**src/rtl/txts_queue_ctrl_pkg.sv**
```systemverilog
// Shared definitions for the tx timestamp queue: entry field widths,
// interrupt FSM encodings and PTP messageType constants.
package txts_queue_ctrl_pkg;

  localparam int TS_W      = 80;
  localparam int SEQID_W   = 16;
  localparam int MSGTYPE_W = 4;
  localparam int ENTRY_W   = TS_W + SEQID_W + MSGTYPE_W;

  typedef enum logic [1:0] {
    ST_IDLE = 2'd0,
    ST_PEND = 2'd1,
    ST_ERR  = 2'd2
  } irq_state_t;

  localparam logic [MSGTYPE_W-1:0] MSG_SYNC        = 4'd0;
  localparam logic [MSGTYPE_W-1:0] MSG_DELAY_REQ   = 4'd1;
  localparam logic [MSGTYPE_W-1:0] MSG_PDELAY_REQ  = 4'd2;
  localparam logic [MSGTYPE_W-1:0] MSG_PDELAY_RESP = 4'd3;

endpackage

```
**src/rtl/txts_queue_mem.sv**
```systemverilog
// Timestamp queue storage: DEPTH x ENTRY_W register array, registered write,
// combinational read. Contents are deliberately not reset.
module txts_queue_mem
  import txts_queue_ctrl_pkg::*;
#(
  parameter int DEPTH = 4,
  parameter int PTR_W = $clog2(DEPTH)
) (
  input  logic               clk,
  input  logic               we,
  input  logic [PTR_W-1:0]   waddr,
  input  logic [ENTRY_W-1:0] wdata,
  input  logic [PTR_W-1:0]   raddr,
  output logic [ENTRY_W-1:0] rdata
);

  logic [ENTRY_W-1:0] mem [DEPTH];

  always_ff @(posedge clk) begin
    if (we) mem[waddr] <= wdata;
  end

  assign rdata = mem[raddr];

endmodule

```
**src/rtl/txts_queue_ctrl.sv**
```systemverilog
// PTP tx timestamp capture queue with overflow tracking and interrupt.
// Optional messageType filtering is enabled by defining TXTS_TYPE_FILTER_EN.
//
// state | meaning
// IDLE  | queue empty, no overflow pending
// PEND  | entries present, no overflow pending
// ERR   | overflow flag set (a capture was dropped)
module txts_queue_ctrl
  import txts_queue_ctrl_pkg::*;
#(
  parameter int DEPTH = 4,
  parameter int CNT_W = 8
) (
  input  logic                       rtc_clk,
  input  logic                       rtc_rst_n,
  input  logic                       txts_valid_i,
  input  logic [TS_W-1:0]            txts_ts_i,
  input  logic [SEQID_W-1:0]         txts_seqid_i,
  input  logic [MSGTYPE_W-1:0]       txts_msgtype_i,
  input  logic                       cfg_en_i,
  input  logic                       cfg_int_en_i,
  input  logic [15:0]                cfg_type_mask_i,
  input  logic                       flush_i,
  input  logic                       pop_i,
  input  logic                       clr_ovf_i,
  output logic                       head_valid_o,
  output logic [TS_W-1:0]            head_ts_o,
  output logic [SEQID_W-1:0]         head_seqid_o,
  output logic [MSGTYPE_W-1:0]       head_msgtype_o,
  output logic [$clog2(DEPTH):0]     level_o,
  output logic                       ovf_o,
  output logic [CNT_W-1:0]           drop_cnt_o,
  output logic                       int_txts_o
);

  localparam int PTR_W = $clog2(DEPTH);
  localparam int LVL_W = PTR_W + 1;

  logic [PTR_W-1:0]   wr_ptr_q, rd_ptr_q;
  logic [LVL_W-1:0]   level_q, level_d;
  logic               ovf_q;
  logic [CNT_W-1:0]   drop_cnt_q;
  logic               int_q;
  irq_state_t         state_q, state_d;
  logic               type_ok, capture, full, empty;
  logic               pop_ok, push_ok, drop;
  logic [ENTRY_W-1:0] head_entry;

`ifdef TXTS_TYPE_FILTER_EN
  assign type_ok = cfg_type_mask_i[txts_msgtype_i];
`else
  logic unused_type_mask;
  assign unused_type_mask = ^cfg_type_mask_i;
  assign type_ok = 1'b1;
`endif

  assign capture = txts_valid_i & cfg_en_i & type_ok;
  assign full    = (level_q == LVL_W'(DEPTH));
  assign empty   = (level_q == '0);
  assign pop_ok  = pop_i & ~empty & ~flush_i;
  // A same-cycle pop frees a slot, so a full queue still accepts the push.
  assign push_ok = capture & ~flush_i & (~full | pop_ok);
  assign drop    = capture & ~flush_i & full & ~pop_ok;

  always_comb begin
    level_d = level_q;
    if (flush_i)               level_d = '0;
    else if (push_ok & ~pop_ok) level_d = level_q + LVL_W'(1);
    else if (pop_ok & ~push_ok) level_d = level_q - LVL_W'(1);
  end

  txts_queue_mem #(.DEPTH(DEPTH), .PTR_W(PTR_W)) u_mem (
    .clk   (rtc_clk),
    .we    (push_ok),
    .waddr (wr_ptr_q),
    .wdata ({txts_ts_i, txts_seqid_i, txts_msgtype_i}),
    .raddr (rd_ptr_q),
    .rdata (head_entry)
  );

  always_ff @(posedge rtc_clk or negedge rtc_rst_n) begin
    if (!rtc_rst_n) begin
      wr_ptr_q   <= '0;
      rd_ptr_q   <= '0;
      level_q    <= '0;
      ovf_q      <= 1'b0;
      drop_cnt_q <= '0;
      int_q      <= 1'b0;
    end else begin
      level_q <= level_d;
      int_q   <= cfg_int_en_i & (~empty | ovf_q);
      if (flush_i) begin
        wr_ptr_q <= '0;
        rd_ptr_q <= '0;
      end else begin
        if (push_ok) wr_ptr_q <= wr_ptr_q + PTR_W'(1);
        if (pop_ok)  rd_ptr_q <= rd_ptr_q + PTR_W'(1);
      end
      // A drop coinciding with a clear restarts the count at one.
      if (drop) begin
        ovf_q      <= 1'b1;
        drop_cnt_q <= clr_ovf_i ? CNT_W'(1) :
                      (&drop_cnt_q) ? drop_cnt_q : drop_cnt_q + CNT_W'(1);
      end else if (clr_ovf_i) begin
        ovf_q      <= 1'b0;
        drop_cnt_q <= '0;
      end
    end
  end

  always_ff @(posedge rtc_clk or negedge rtc_rst_n) begin
    if (!rtc_rst_n) state_q <= ST_IDLE;
    else            state_q <= state_d;
  end

  always_comb begin
    state_d = state_q;
    if (drop) begin
      state_d = ST_ERR;
    end else begin
      case (state_q)
        ST_IDLE: if (level_d != '0) state_d = ST_PEND;
        ST_PEND: if (level_d == '0) state_d = ST_IDLE;
        ST_ERR:  if (clr_ovf_i) state_d = (level_d != '0) ? ST_PEND : ST_IDLE;
        default: state_d = ST_IDLE;
      endcase
    end
  end

  assign head_valid_o   = ~empty;
  assign head_ts_o      = head_entry[ENTRY_W-1 -: TS_W];
  assign head_seqid_o   = head_entry[MSGTYPE_W +: SEQID_W];
  assign head_msgtype_o = head_entry[MSGTYPE_W-1:0];
  assign level_o        = level_q;
  assign ovf_o          = ovf_q;
  assign drop_cnt_o     = drop_cnt_q;
  assign int_txts_o     = int_q;

endmodule

```
**config.mk**
```make
export PLATFORM = sky130hd
export DESIGN_NAME = txts_queue_ctrl
export DESIGN_NICKNAME = d
export VERILOG_FILES = /design/src/rtl/txts_queue_ctrl_pkg.sv /design/src/rtl/txts_queue_mem.sv /design/src/rtl/txts_queue_ctrl.sv
export SDC_FILE = /design/constraint.sdc
export NUM_CORES = 1
export LEC_CHECK = 0
export CORE_ASPECT_RATIO = 0.8
export CORE_MARGIN = 5
export CORE_UTILIZATION = 58
export DETAILED_ROUTE_END_ITERATION = 8
export PLACE_DENSITY = 0.85
export SYNTH_ARGS = -nofsm -noshare
export SYNTH_HDL_FRONTEND = slang
export SYNTH_SLANG_ARGS = --single-unit
```
**constraint.sdc**
```tcl
create_clock -name rtc_clk -period 5.8 [get_ports rtc_clk]
set_input_delay 0.87 -clock rtc_clk [delete_from_list [all_inputs] [get_ports rtc_clk]]
set_output_delay 0.87 -clock rtc_clk [all_outputs]
set_load 0.02 [all_outputs]
```
==> reports/results.ini <==
[global_routing]
grt_max_degree=62
overflow=0
grt_pass1_wl_mm=46.2
track_usage_pct=20.5
grt_pass1_vias=7672
antenna_found_initial=3

[setup_path]
cp.arrival_ns=3.20
cp_num_buf_inv=2
critical_path.startpoint=rd_ptr_q[0]
end_kind=output pin
path_cells=buf_4 > mux4_2 > clkdlybuf4s50_1
cp_slowest_cell=dfrtp_4
regToRegStartpoint=level_o[2]
startpoint_type=flop
required_ns=4.93
crit_fanout=44
critPathTopFamily=buffers and inverters
critPathMaxStageDelay_ns=1.02
path_class=reg2out

[cts]
clockBufferDepth=3
cts_inserted_buffers=40
root_buffer=clkbuf_16
clk_latency_ns=0.52
cts_setup_buffers=0
cts.clk_slew.worst_paths_ns=0.06
clock-sinks=417
ctsResizeCount=0
htree_levels=2
tritoncts=yes
holdBufCountCts=0

[timing]
max-slew-margin-rel_pct=34.9
setup_tns_ns=0
layout_min_cycle_time_ns=4.07
hold_viol=0
drv_slew=0
fin_crit_sh_pct=70.1
fin_skew_ns=0.0223
finalSetupViolations=0
rsz0062_at_grt=no
clock.fmax_mhz=246
tightest_slew_ns=0.977

[floorplanning]
core_area_sq_mm=0.0262
die_h_um=156
initial_utilization_pct=58.8
dieArea_sq_mm=0.0299
rows=53
io_pins=238
die_w_um=192

[drt]
dr.pass1.iters=6
drtIter0Drc=526
ant_nets=0
wl_mm=30.4
via_per_inst=5.75
wl_per_cell_um=24.3
post-route-drc-count=0
num_vias=7204

[final_layout]
diodes=0
nets=1003
drive_gt1_share_pct=18.2
syn_to_final_growth_pct=24.8
final_util_pct=73.4

[synthesis]
synth_edf_count=400
synth-seq-cells=417
synth_warnings=0
synthesis.area_sq_mm=0.0154
postSynth.asyncResetShare_pct=4.08
ys_seq_area_share_pct=80.8
synth_area_per_cell_sq_um=24.6
syn-num-nets=757
postSynthCellCount=627
ys_types=42
synth_flop_cell=edfxtp_1

[worst_hold_path]
holdCritStartpoint=ovf_o
hold_path_class=reg2reg

[pwr]
vdd_drop_max_uv=286
p_leak_nw=6.08
power.density_mw_per_mm2=396

[place]
io_buffers=221
gp_congestion=0.793
dp_hpwl_mm=18.3

[run]
cap_violations=0

[run_status]
status=complete, no violations

## final timing paths
kind                       slack [ns]  cells after the start              end
max                              1.73                      3     head_ts_o[2]
min                              0.55                      1       int_txts_o
max reg2reg                      3.31                      3  u_mem.mem[0][5]
min reg2reg                      0.55                      1       int_txts_o
max in group asynchronous        4.40                      1      rd_ptr_q[0]
min in group asynchronous        0.82                      1    drop_cnt_o[7]
## layer usage
metal	up-vias	part of all wire (%)	GRT usage (%)
li1	3168	-	-
met1	3731	39	27.2
met2	242	51	33.8
met3	57	7.5	5.93
met4	6	2.8	6.35
met5	-	0.13	0
## layout make-up
class                           instances  area (sq um)
Sequential cell                       417         12400
Fill cell                            1440          6970
Multi-Input combinational cell        179          2860
Timing Repair Buffer                  229          2330
Clock buffer                           48          1030
Tap cell                              357           447
Clock inverter                         17          85.1
Inverter                                6          22.5
## flip-flops by register name, indices dropped and copies added, names as in the netlist
register    cells
u_mem.mem     400
drop_cnt_o      8
level_o         3
rd_ptr_q        2
wr_ptr_q        2
int_txts_o      1
ovf_o           1
## stage by stage
stage,area (sq um),std cells,setup slack [ns],power (mW),hold WS (ns)
6_report,19200,1253,1.73,7.62,0.551
5_1_grt,19200,1253,1.47,7.93,0.554
4_1_cts,19200,1253,1.59,7.71,0.555
3_5_place_dp,18100,1188,2.12,5.44,0.541
3_3_place_gp,18100,1188,2.15,5.42,0.538
2_1_floorplan,15400,627,1.65,4.63,0.561
## logic make-up after synthesis
logic type	synth area share, %
compound gates	1.02
xor+xnor	0.228
fa+ha+maj	0.536
buf+inv	0.829
flops	80.8
mux	15.0
simple gates	1.64
## synth_stat cells (2+ instances only)
library cell | n | share of area, %
xor2_1 | 3 | 0.17
mux4_2 | 100 | 15
and3_1 | 5 | 0.20
mux2_1 | 2 | 0.15
a21oi_1 | 3 | 0.097
ha_1 | 5 | 0.41
nand2_1 | 5 | 0.12
inv_1 | 6 | 0.15
nand3_1 | 5 | 0.16
o21a_1 | 2 | 0.097
mux2i_1 | 2 | 0.13
or3_1 | 4 | 0.16
edfxtp_1 | 400 | 78
buf_2 | 9 | 0.29
o211a_1 | 2 | 0.13
dfrtp_1 | 17 | 2.8
o211ai_1 | 3 | 0.15
clkbuf_1 | 11 | 0.27
o31ai_1 | 2 | 0.097
nor2_1 | 13 | 0.32
buf_1 | 5 | 0.12
nand3b_1 | 2 | 0.097
o21ai_0 | 2 | 0.065
## placed cells by master, fill, tap and decap left out, types with 3 or more instances in the layout
cell type          n
nor2_1            13
a21oi_1            3
or3_1              4
nand3_1            5
clkinv_2           3
edfxtp_1         400
mux4_2           100
and3_4             4
xor2_1             3
nand2_1            5
ha_1               5
clkdlybuf4s50_1  221
o211ai_1           3
inv_1              6
clkbuf_1           8
buf_4              3
clkbuf_16         40
clkinv_1          12
buf_12             5
dfrtp_1           15
## power by group
part / switching (mW) / internal [mW] / leakage, nW
clock: 1.01 / 1.26 / 0.544
sequential: 0.141 / 3.38 / 3.84
combinational: 0.845 / 0.989 / 1.69
(Power assumes the default switching activity.)
